===== src/rtl/program_memory_loader_pkg.sv =====
// Shared constants for the boot-time instruction memory loader.
//   State encodings, stream header length and word assembly geometry.
package program_memory_loader_pkg;

  localparam int unsigned STATE_W        = 3;
  localparam int unsigned BYTE_W         = 8;
  localparam int unsigned HEADER_BYTES   = 2;
  localparam int unsigned BYTES_PER_WORD = 4;
  localparam int unsigned WORD_W         = BYTES_PER_WORD * BYTE_W;
  localparam int unsigned COUNT_W        = HEADER_BYTES * BYTE_W;
  localparam int unsigned BYTE_CNT_W     = $clog2(BYTES_PER_WORD);

  localparam logic [STATE_W-1:0] ST_IDLE   = 3'd0;
  localparam logic [STATE_W-1:0] ST_CNT_HI = 3'd1;
  localparam logic [STATE_W-1:0] ST_CNT_LO = 3'd2;
  localparam logic [STATE_W-1:0] ST_DATA   = 3'd3;
  localparam logic [STATE_W-1:0] ST_WRITE  = 3'd4;
  localparam logic [STATE_W-1:0] ST_DONE   = 3'd5;
  localparam logic [STATE_W-1:0] ST_ERROR  = 3'd6;

  // States in which the loader consumes stream bytes.
  function automatic logic accepts_bytes(input logic [STATE_W-1:0] s);
    return (s == ST_CNT_HI) || (s == ST_CNT_LO) || (s == ST_DATA);
  endfunction

endpackage


===== src/rtl/program_memory_loader_byte_word_assembler.sv =====
// Assembles big-endian words from accepted stream bytes.
//   clk, reset    : clock, synchronous active-low reset
//   clear         : discard any partially assembled word
//   accept        : byte_in is consumed this cycle
//   byte_in       : stream byte
//   word_c        : assembled word including the byte currently offered
//   word_valid_c  : accept of the final byte of a word
module program_memory_loader_byte_word_assembler
  import program_memory_loader_pkg::*;
(
  input  logic              clk,
  input  logic              reset,
  input  logic              clear,
  input  logic              accept,
  input  logic [BYTE_W-1:0] byte_in,
  output logic [WORD_W-1:0] word_c,
  output logic              word_valid_c
);

  localparam int unsigned SHIFT_W = WORD_W - BYTE_W;

  logic [SHIFT_W-1:0]    shift_q;
  logic [BYTE_CNT_W-1:0] count_q;

  // Earlier bytes sit in the upper lanes; the counter wraps after the last byte.
  always_ff @(posedge clk) begin
    if (!reset) begin
      shift_q <= '0;
      count_q <= '0;
    end else if (clear) begin
      shift_q <= '0;
      count_q <= '0;
    end else if (accept) begin
      shift_q <= {shift_q[SHIFT_W-BYTE_W-1:0], byte_in};
      count_q <= BYTE_CNT_W'(count_q + BYTE_CNT_W'(1));
    end
  end

  assign word_c       = {shift_q, byte_in};
  assign word_valid_c = accept && (count_q == BYTE_CNT_W'(BYTES_PER_WORD - 1));

endmodule


===== src/rtl/program_memory_loader.sv =====
// Boot-time writer for the instruction RAM: parses a word-count header, then
// writes N big-endian words to consecutive word-aligned addresses and releases
// the CPU once the whole image is in place.
//   clk, reset    : clock, synchronous active-low reset
//   Start         : request a new load (honoured in IDLE, DONE, ERROR)
//   ByteData/ByteValid/ByteReady : incoming byte stream handshake
//   WriteEnable/WriteAddress/WriteData : instruction RAM write port
//   CpuHold       : keep the processor stalled (low only in DONE)
//   LoadDone      : image fully written
//   LoadError     : header word count larger than the memory
module program_memory_loader
  import program_memory_loader_pkg::*;
#(
  parameter int unsigned MEMORY_DEPTH = 32,
  parameter int unsigned DATA_WIDTH   = 32,
  parameter int unsigned BASE_ADDRESS = 0
) (
  input  logic                  clk,
  input  logic                  reset,
  input  logic                  Start,
  input  logic [BYTE_W-1:0]     ByteData,
  input  logic                  ByteValid,
  output logic                  ByteReady,
  output logic                  WriteEnable,
  output logic [DATA_WIDTH-1:0] WriteAddress,
  output logic [DATA_WIDTH-1:0] WriteData,
  output logic                  CpuHold,
  output logic                  LoadDone,
  output logic                  LoadError
);

  localparam logic [COUNT_W-1:0]    DEPTH_N    = COUNT_W'(MEMORY_DEPTH);
  localparam logic [DATA_WIDTH-1:0] BASE_ADDR  = DATA_WIDTH'(BASE_ADDRESS);
  localparam logic [DATA_WIDTH-1:0] WORD_BYTES = DATA_WIDTH'(BYTES_PER_WORD);

  logic [STATE_W-1:0]    state_q, state_d;
  logic [BYTE_W-1:0]     count_hi_q, count_hi_d;
  logic [COUNT_W-1:0]    word_count_q, word_count_d;
  logic [COUNT_W-1:0]    words_written_q, words_written_d;
  logic [DATA_WIDTH-1:0] write_address_q, write_address_d;
  logic [DATA_WIDTH-1:0] write_data_q, write_data_d;
  logic                  byte_ready_q, byte_ready_d;
  logic                  write_enable_q, write_enable_d;
  logic                  cpu_hold_q, cpu_hold_d;
  logic                  load_done_q, load_done_d;
  logic                  load_error_q, load_error_d;

  logic                  transfer_c;
  logic                  asm_clear_c;
  logic                  asm_accept_c;
  logic [WORD_W-1:0]     asm_word_c;
  logic                  asm_word_valid_c;
  logic [COUNT_W-1:0]    header_n_c;
  logic [COUNT_W-1:0]    written_inc_c;

  assign transfer_c    = ByteValid && byte_ready_q;
  assign asm_accept_c  = transfer_c && (state_q == ST_DATA);
  assign header_n_c    = {count_hi_q, ByteData};
  assign written_inc_c = COUNT_W'(words_written_q + COUNT_W'(1));

  program_memory_loader_byte_word_assembler u_byte_word_assembler (
    .clk          (clk),
    .reset        (reset),
    .clear        (asm_clear_c),
    .accept       (asm_accept_c),
    .byte_in      (ByteData),
    .word_c       (asm_word_c),
    .word_valid_c (asm_word_valid_c)
  );

  // Next-state and next-output logic; outputs follow the state being entered.
  always_comb begin
    state_d         = state_q;
    count_hi_d      = count_hi_q;
    word_count_d    = word_count_q;
    words_written_d = words_written_q;
    write_address_d = write_address_q;
    write_data_d    = write_data_q;
    asm_clear_c     = 1'b0;

    case (state_q)
      ST_IDLE, ST_DONE, ST_ERROR: begin
        if (Start) begin
          state_d         = ST_CNT_HI;
          write_address_d = BASE_ADDR;
          asm_clear_c     = 1'b1;
        end
      end
      ST_CNT_HI: begin
        if (transfer_c) begin
          count_hi_d = ByteData;
          state_d    = ST_CNT_LO;
        end
      end
      ST_CNT_LO: begin
        if (transfer_c) begin
          word_count_d    = header_n_c;
          words_written_d = '0;
          asm_clear_c     = 1'b1;
          if (header_n_c == '0) begin
            state_d = ST_DONE;
          end else if (header_n_c > DEPTH_N) begin
            state_d = ST_ERROR;
          end else begin
            state_d = ST_DATA;
          end
        end
      end
      ST_DATA: begin
        if (asm_word_valid_c) begin
          write_data_d = DATA_WIDTH'(asm_word_c);
          state_d      = ST_WRITE;
        end
      end
      ST_WRITE: begin
        write_address_d = write_address_q + WORD_BYTES;
        words_written_d = written_inc_c;
        state_d         = (written_inc_c == word_count_q) ? ST_DONE : ST_DATA;
      end
      default: begin
        state_d = ST_IDLE;
      end
    endcase

    byte_ready_d   = accepts_bytes(state_d);
    write_enable_d = (state_d == ST_WRITE);
    cpu_hold_d     = (state_d != ST_DONE);
    load_done_d    = (state_d == ST_DONE);
    load_error_d   = (state_d == ST_ERROR);
  end

  // State and output registers.
  always_ff @(posedge clk) begin
    if (!reset) begin
      state_q         <= ST_IDLE;
      count_hi_q      <= '0;
      word_count_q    <= '0;
      words_written_q <= '0;
      write_address_q <= BASE_ADDR;
      write_data_q    <= '0;
      byte_ready_q    <= 1'b0;
      write_enable_q  <= 1'b0;
      cpu_hold_q      <= 1'b1;
      load_done_q     <= 1'b0;
      load_error_q    <= 1'b0;
    end else begin
      state_q         <= state_d;
      count_hi_q      <= count_hi_d;
      word_count_q    <= word_count_d;
      words_written_q <= words_written_d;
      write_address_q <= write_address_d;
      write_data_q    <= write_data_d;
      byte_ready_q    <= byte_ready_d;
      write_enable_q  <= write_enable_d;
      cpu_hold_q      <= cpu_hold_d;
      load_done_q     <= load_done_d;
      load_error_q    <= load_error_d;
    end
  end

  assign ByteReady    = byte_ready_q;
  assign WriteEnable  = write_enable_q;
  assign WriteAddress = write_address_q;
  assign WriteData    = write_data_q;
  assign CpuHold      = cpu_hold_q;
  assign LoadDone     = load_done_q;
  assign LoadError    = load_error_q;

endmodule


===== config.mk =====
export PLATFORM = sky130hd
export DESIGN_NAME = program_memory_loader
export DESIGN_NICKNAME = d
export VERILOG_FILES = /design/src/rtl/program_memory_loader_pkg.sv /design/src/rtl/program_memory_loader_byte_word_assembler.sv /design/src/rtl/program_memory_loader.sv
export SDC_FILE = /design/constraint.sdc
export NUM_CORES = 1
export LEC_CHECK = 0
export BUFFER_PORTS_ARGS = -buffer_cell sky130_fd_sc_hd__buf_4
export CAP_MARGIN = 10
export CORE_UTILIZATION = 61
export CTS_BUF_LIST = sky130_fd_sc_hd__clkbuf_8
export DETAILED_ROUTE_END_ITERATION = 6
export PLACE_DENSITY = 0.94
export SLEW_MARGIN = 20
export SYNTH_ARGS = -nofsm -noshare
export SYNTH_HDL_FRONTEND = slang
export SYNTH_HIERARCHICAL = 1
export SYNTH_SLANG_ARGS = --single-unit

===== constraint.sdc =====
create_clock -name clk -period 4.1 [get_ports clk]
set_input_delay 0.41 -clock clk [delete_from_list [all_inputs] [get_ports clk]]
set_output_delay 0.41 -clock clk [all_outputs]
set_load 0.05 [all_outputs]

Yosys cells after proc, flatten, opt, wreduce, memory -nomap -nowiden:

Index checks and enable logic that the tools add are counted.

* $add $sub $neg: 3
* magnitude comparators: 1
* eq/ne operators: 17
* muxes and demuxes: 15
* bitwise logic cells: 1
* reductions and logical operators: 16

Operator list (count)
* case mux 32 bit (2 select lines): 1
* adder 32 x 3 -> 32 bit, second input constant: 1
* two-way mux 32 bit: 1
* case mux 16 bit (2 select lines): 1
* two-way mux 3 bit: 7
* equality test 3 bit, second input constant: 6
* adder 16 x 1 -> 16 bit, second input constant: 1
* equality test 16 bit: 1
* > comparator 16 x 6 -> 1 bit, second input constant: 1
* logical NOT 16 bit: 1
* two-way mux 16 bit: 1
* case mux 3 bit (5 select lines): 1
* equality test 3 x 2 -> 1 bit, second input constant: 4
* AND reduction 2 bit: 5
* equality test 3 x 1 -> 1 bit, second input constant: 2
* inequality test 2 bit, second input constant: 2
* nonzero test 2 bit: 2
* logical AND 1 bit: 3
* logical NOT 3 bit: 1
* inequality test 3 bit, second input constant: 1
* OR reduction 3 bit: 1
* adder 2 x 1 -> 2 bit, second input constant: 1
* equality test 2 bit, second input constant: 1
* logical OR 1 bit: 2
* 4 further kinds: 5

* flip-flop bits (word level): 138
* input bits: 12
* output and inout bits: 69
* word-level logic and storage cells: 66

Depth between registers and ports, before layout:

* depth after elaboration: 8
* gate-level depth with buffers: 12
* gate-level depth less buffers: 8

Modules after synthesis:

The synthesis kept the hierarchy.

Modules (own cells, without submodules)
* program_memory_loader: times used 1, cells each 653, area an instance 5327.6 µm², seq. area each 2202.1 µm²
* program_memory_loader_byte_word_assembler: times used 1, cells each 95, area an instance 1047.3 µm², seq. area each 520.5 µm²

Worst setup path after synthesis:

OpenSTA, ideal clock, no wires.

* path kind: reg2reg
* from: reg byte_ready_q, in the netlist ByteReady
* to: reg load_done_q, in the netlist LoadDone
* setup time: 0.116 ns
* arrival: 2.343 ns
* required time: 3.984 ns
* path slack: 1.641 ns
* stages on the path, launching flop included: 11
* path buffers: 2
* period minus slack after synthesis: 2.459 ns
* cell sequence: dfxtp_1 -> nand3b_1 -> nor2_1 -> buf_6 -> buf_12 -> and2_1 -> and2b_1 -> mux2_2 -> a221o_1 -> o211a_1 -> and3_1

* cells in the longest elaborated chain, start to end: 6
* elaborated cells on any way between the ends: 8
* those cells by class: 1 x eq/ne; 4 x mux; 3 x reduce/logical

RTL lines
* start: declaration: RTL line program_memory_loader.sv:42 `logic byte_ready_q, byte_ready_d;`
* start signal: assignment: RTL line program_memory_loader.sv:153 `byte_ready_q <= byte_ready_d;`
* logical AND 1 bit: RTL line program_memory_loader.sv:56 `assign transfer_c = ByteValid && byte_ready_q;`
* logical AND 1 bit: RTL line program_memory_loader.sv:57 `assign asm_accept_c = transfer_c && (state_q == ST_DATA);`
* named net asm_accept_c: RTL line program_memory_loader.sv:50 `logic asm_accept_c;`
* logical AND 1 bit: RTL line program_memory_loader_byte_word_assembler.sv:40 `assign word_valid_c = accept && (count_q == BYTE_CNT_W'(BYTES_PER_WORD - 1));`
* named net asm_word_valid_c: RTL line program_memory_loader.sv:52 `logic asm_word_valid_c;`
* two-way mux 3 bit: RTL line program_memory_loader.sv:110 `if (asm_word_valid_c) begin`
* case mux 3 bit (5 select lines): RTL line program_memory_loader.sv:81 `case (state_q)`
* equality test 3 bit: RTL line program_memory_loader.sv:128 `load_done_d = (state_d == ST_DONE);`
* end signal: assignment: RTL line program_memory_loader.sv:156 `load_done_q <= load_done_d;`
* end: declaration: RTL line program_memory_loader.sv:45 `logic load_done_q, load_done_d;`

The timed path passes the listed nets, and every way through them passes these cells.
A chain may end at the register's enable or synchronous reset.

Worst setup path in the final report:

* from: reg state_q[1]
* to: reg write_data_q[12], in the netlist WriteData[12]

* cells in the longest elaborated chain, start to end: 4

RTL lines
* start: declaration: RTL line program_memory_loader.sv:36 `logic [STATE_W-1:0] state_q, state_d;`
* start signal: assignment: RTL line program_memory_loader.sv:147 `state_q <= state_d;`
* equality test 3 x 2 -> 1 bit: RTL line program_memory_loader.sv:57
* logical AND 1 bit: RTL line program_memory_loader.sv:57
* named net asm_accept_c: RTL line program_memory_loader.sv:50
* logical AND 1 bit: RTL line program_memory_loader_byte_word_assembler.sv:40
* named net asm_word_valid_c: RTL line program_memory_loader.sv:52
* AND reduction 2 bit (no line)
* end signal: assignment: RTL line program_memory_loader.sv:152 `write_data_q <= write_data_d;`
* end: declaration: RTL line program_memory_loader.sv:41 `logic [DATA_WIDTH-1:0] write_data_q, write_data_d;`

The timed path passes the listed nets, and every way through them passes these cells.

==> metrics <==
Layout Skew=0.0173 ns; Avg Vias per Cell=roughly 6.0; largest net degree at the start of global routing=89; global-route wire length before repair=around 26 mm; Hold WS=0.247 ns; Post-Route Setup TNS=0 ns; max incr delay on CP=0.58 ns; Multi-input gate area=around 3300 um2; DRT antenna net count=0; slew margin rel.=roughly 47%; Placed Instances=roughly 910; Final Hold Vio Count=0; shortest period the worst path allows=~2.7 ns; Async SR Flop Fraction=0%; vias in the first global route=~5,500; diodes inserted=0; per-cell routed wire length=16.4 um; H-tree levels=4; via count=5,681; Main synth FF type=dfxtp_1; GR Overflow Total=0; initial antenna violation count=0; hold buffer count at cts=0; buffers and inverters on the worst path=2; RR Endpoint=WriteData[12]; Final Cycle Share=around two thirds; Worst R2R Start=state_q[1]; Initial DRC Count=400; die footprint=10,900 um2; cell breakdown of the critical path=nand2_1 > nor2_2 > buf_4 > and2_1 > and2b_1 > nor2b_2 > buf_4 > nand2_1 > a21boi_0; fin cells=943; #FFs+latches synth=136; crit end category=flop; Remaining DRCs=0; post-synthesis sequential area ratio=a little over two fifths; Die Y=104 um; P_leak=about 2.6 nW; cell family with most CP delay=simple AND/OR/NAND/NOR gates; fmax=373 MHz; Hold Crit Class=input port to flop; Tot Pwr=around 0.0026 W; CTS buffer count=17; Starting Density=between 60% and 70%; Critical Path RT=4.44 ns; hold path depth=3; commonest non-fill, non-tap cells in the layout=136 x dfxtp_1, 135 x nand2_1, 85 x buf_4; Pins Over Slew Limit=0; EDFF count, synth=0; Max clock buf depth=2; R2R depth=9; R2R Setup Slk=1.42 ns; commonest non-fill, non-tap cell in the layout=dfxtp_1; Clk Latency, worst-skew pair=0.46 ns; RSZ-0062 raised after global routing=false; crit path DAT=3.02 ns; Placeable Area=9950 um2; Yosys top cell by area=dfxtp_1; worst-margin pin slew=0.797 ns; post-synthesis area per instance=about 8.5 um2; top post-synthesis cells by area=dfxtp_1 43%, nand2_1 7.9%, a21boi_0 5.8%; end of the worst hold path=u_byte_word_assembler/shift_q[3]; CTS tree=built; filler instances=around 700; Max-Cap Viols=0; Detailed Place HPWL=approximately 10 mm; register area=between 2000 and 3000 um2; Cell Area, Synth=6370 um2; Area Overhead vs Synth=14.2%; CTS resizes=0; post-CTS setup buffers=0; Worst-path clk slew=around 0.090 ns; Ports=81; DIE WIDTH=around 100 um; Worst Path Max Fanout=32; Hold Startpoint=ByteData[3]; startpoint types=flop; # nets final=812; clock root buffer=clkbuf_8; pwr dens=~350 nW/um2; CP Class=flop to flop; fin util=between 70 and 80%; CTS sink cnt=about 140; Synthesis Warnings=6; final wirelength=roughly 15 mm; slowest stage cell, crit path=dfxtp_1; DRT Pass-1 Iters=5; overall routing resource usage=29.2%; Setup-failing EPs final=0; Placer Congestion=0.892; port bufs=around 80; Cells after Synth=approximately 750; share of layout cells above drive strength 1=roughly 16%; status=finished, final reports clean; Synth top area share=a little over two fifths; count of cell types in the netlist=63; Row Count=36; maximum VDD drop=about 0.00030 V
[cells in the mapped netlist (13+ instances only)]
master	number
mux2i_1	35
nand2_1	135
clkbuf_1	31
dfxtp_1	136
o21ai_0	26
nor2b_1	14
and3_1	13
a21oi_1	29
nand3_1	26
nand4_1	15
a21boi_0	49
nor2_1	60
xnor2_1	16
[kinds of logic (layout without fill, tap and decap cells)]
group                    Yosys count  after routing  synth area share (%)
buffers and inverters             64            125                  5.42
other                              1              2                0.0588
flip-flops                       136            136                  42.7
multiplexers                      40             40                  6.38
AO/OA/AOI/OAI                    150            150                  16.1
adder cells (fa/ha/maj)            3              3                 0.589
AND/OR/NAND/NOR                  329            329                  25.3
XOR/XNOR                          25             25                  3.43
[tightest hold or removal path, stage by stage]
cell and delay (ns):
buf_4 0.11, mux2i_1 0.07, nor2_1 0.08
[flip-flops by register name, indices dropped and copies added (netlist names)]
register and flops:
u_byte_word_assembler/shift_q 24, state_q 3, WriteData 32, u_byte_word_assembler/count_q 2, ByteReady 1, LoadError 1
count_hi_q 8, LoadDone 1, word_count_q 16, words_written_q 16, CpuHold 1, WriteEnable 1
WriteAddress 30
[worst max-delay path by stage]
stage | startpoint | to | slack (ns) | depth (start not counted)
finish | state_q[1] | WriteData[12] | 1.42 | 9
global route | state_q[0] | WriteData[12] | 1.27 | 9
CTS | state_q[0] | WriteData[12] | 1.42 | 9
detailed placement | ByteValid | LoadDone | 1.47 | 10
global placement | ByteValid | LoadDone | 1.58 | 10
floorplan | ByteReady | LoadDone | 1.64 | 10
[per-stage QoR]
step                      setup WS (ns)  cell area (um2)
after floorplan                    1.64             6380
after global placement             1.58             6870
after detailed placement           1.47             6870
after CTS                          1.42             7280
after global routing               1.27             7280
final                              1.42             7280
[layout make-up]
cell class | instances | share of cell area (%)
Inverter | 8 | 0.413
Clock inverter | 14 | 2.17
Clock buffer | 18 | 3.40
Timing Repair Buffer | 85 | 8.77
Multi-Input combinational cell | 549 | 45.6
Tap cell | 133 | 2.29
Sequential cell | 136 | 37.4
[metal layers]
metal	wire, um	GRT usage, %	share of wire (%)
met5	0	0	0
met4	345	12.7	2.2
met3	974	7.64	6.3
met2	7720	49.5	50
met1	6410	34.7	41
[where the power goes]
part	internal [W]	switching, W	leakage, nW
logic	0.0000373	0.0000721	1.33
clock network	0.000525	0.000610	0.204
registers	0.00132	0.00000879	1.10
total	0.00189	0.000691	2.63
Note: power is estimated with default switching activity, not from simulation.
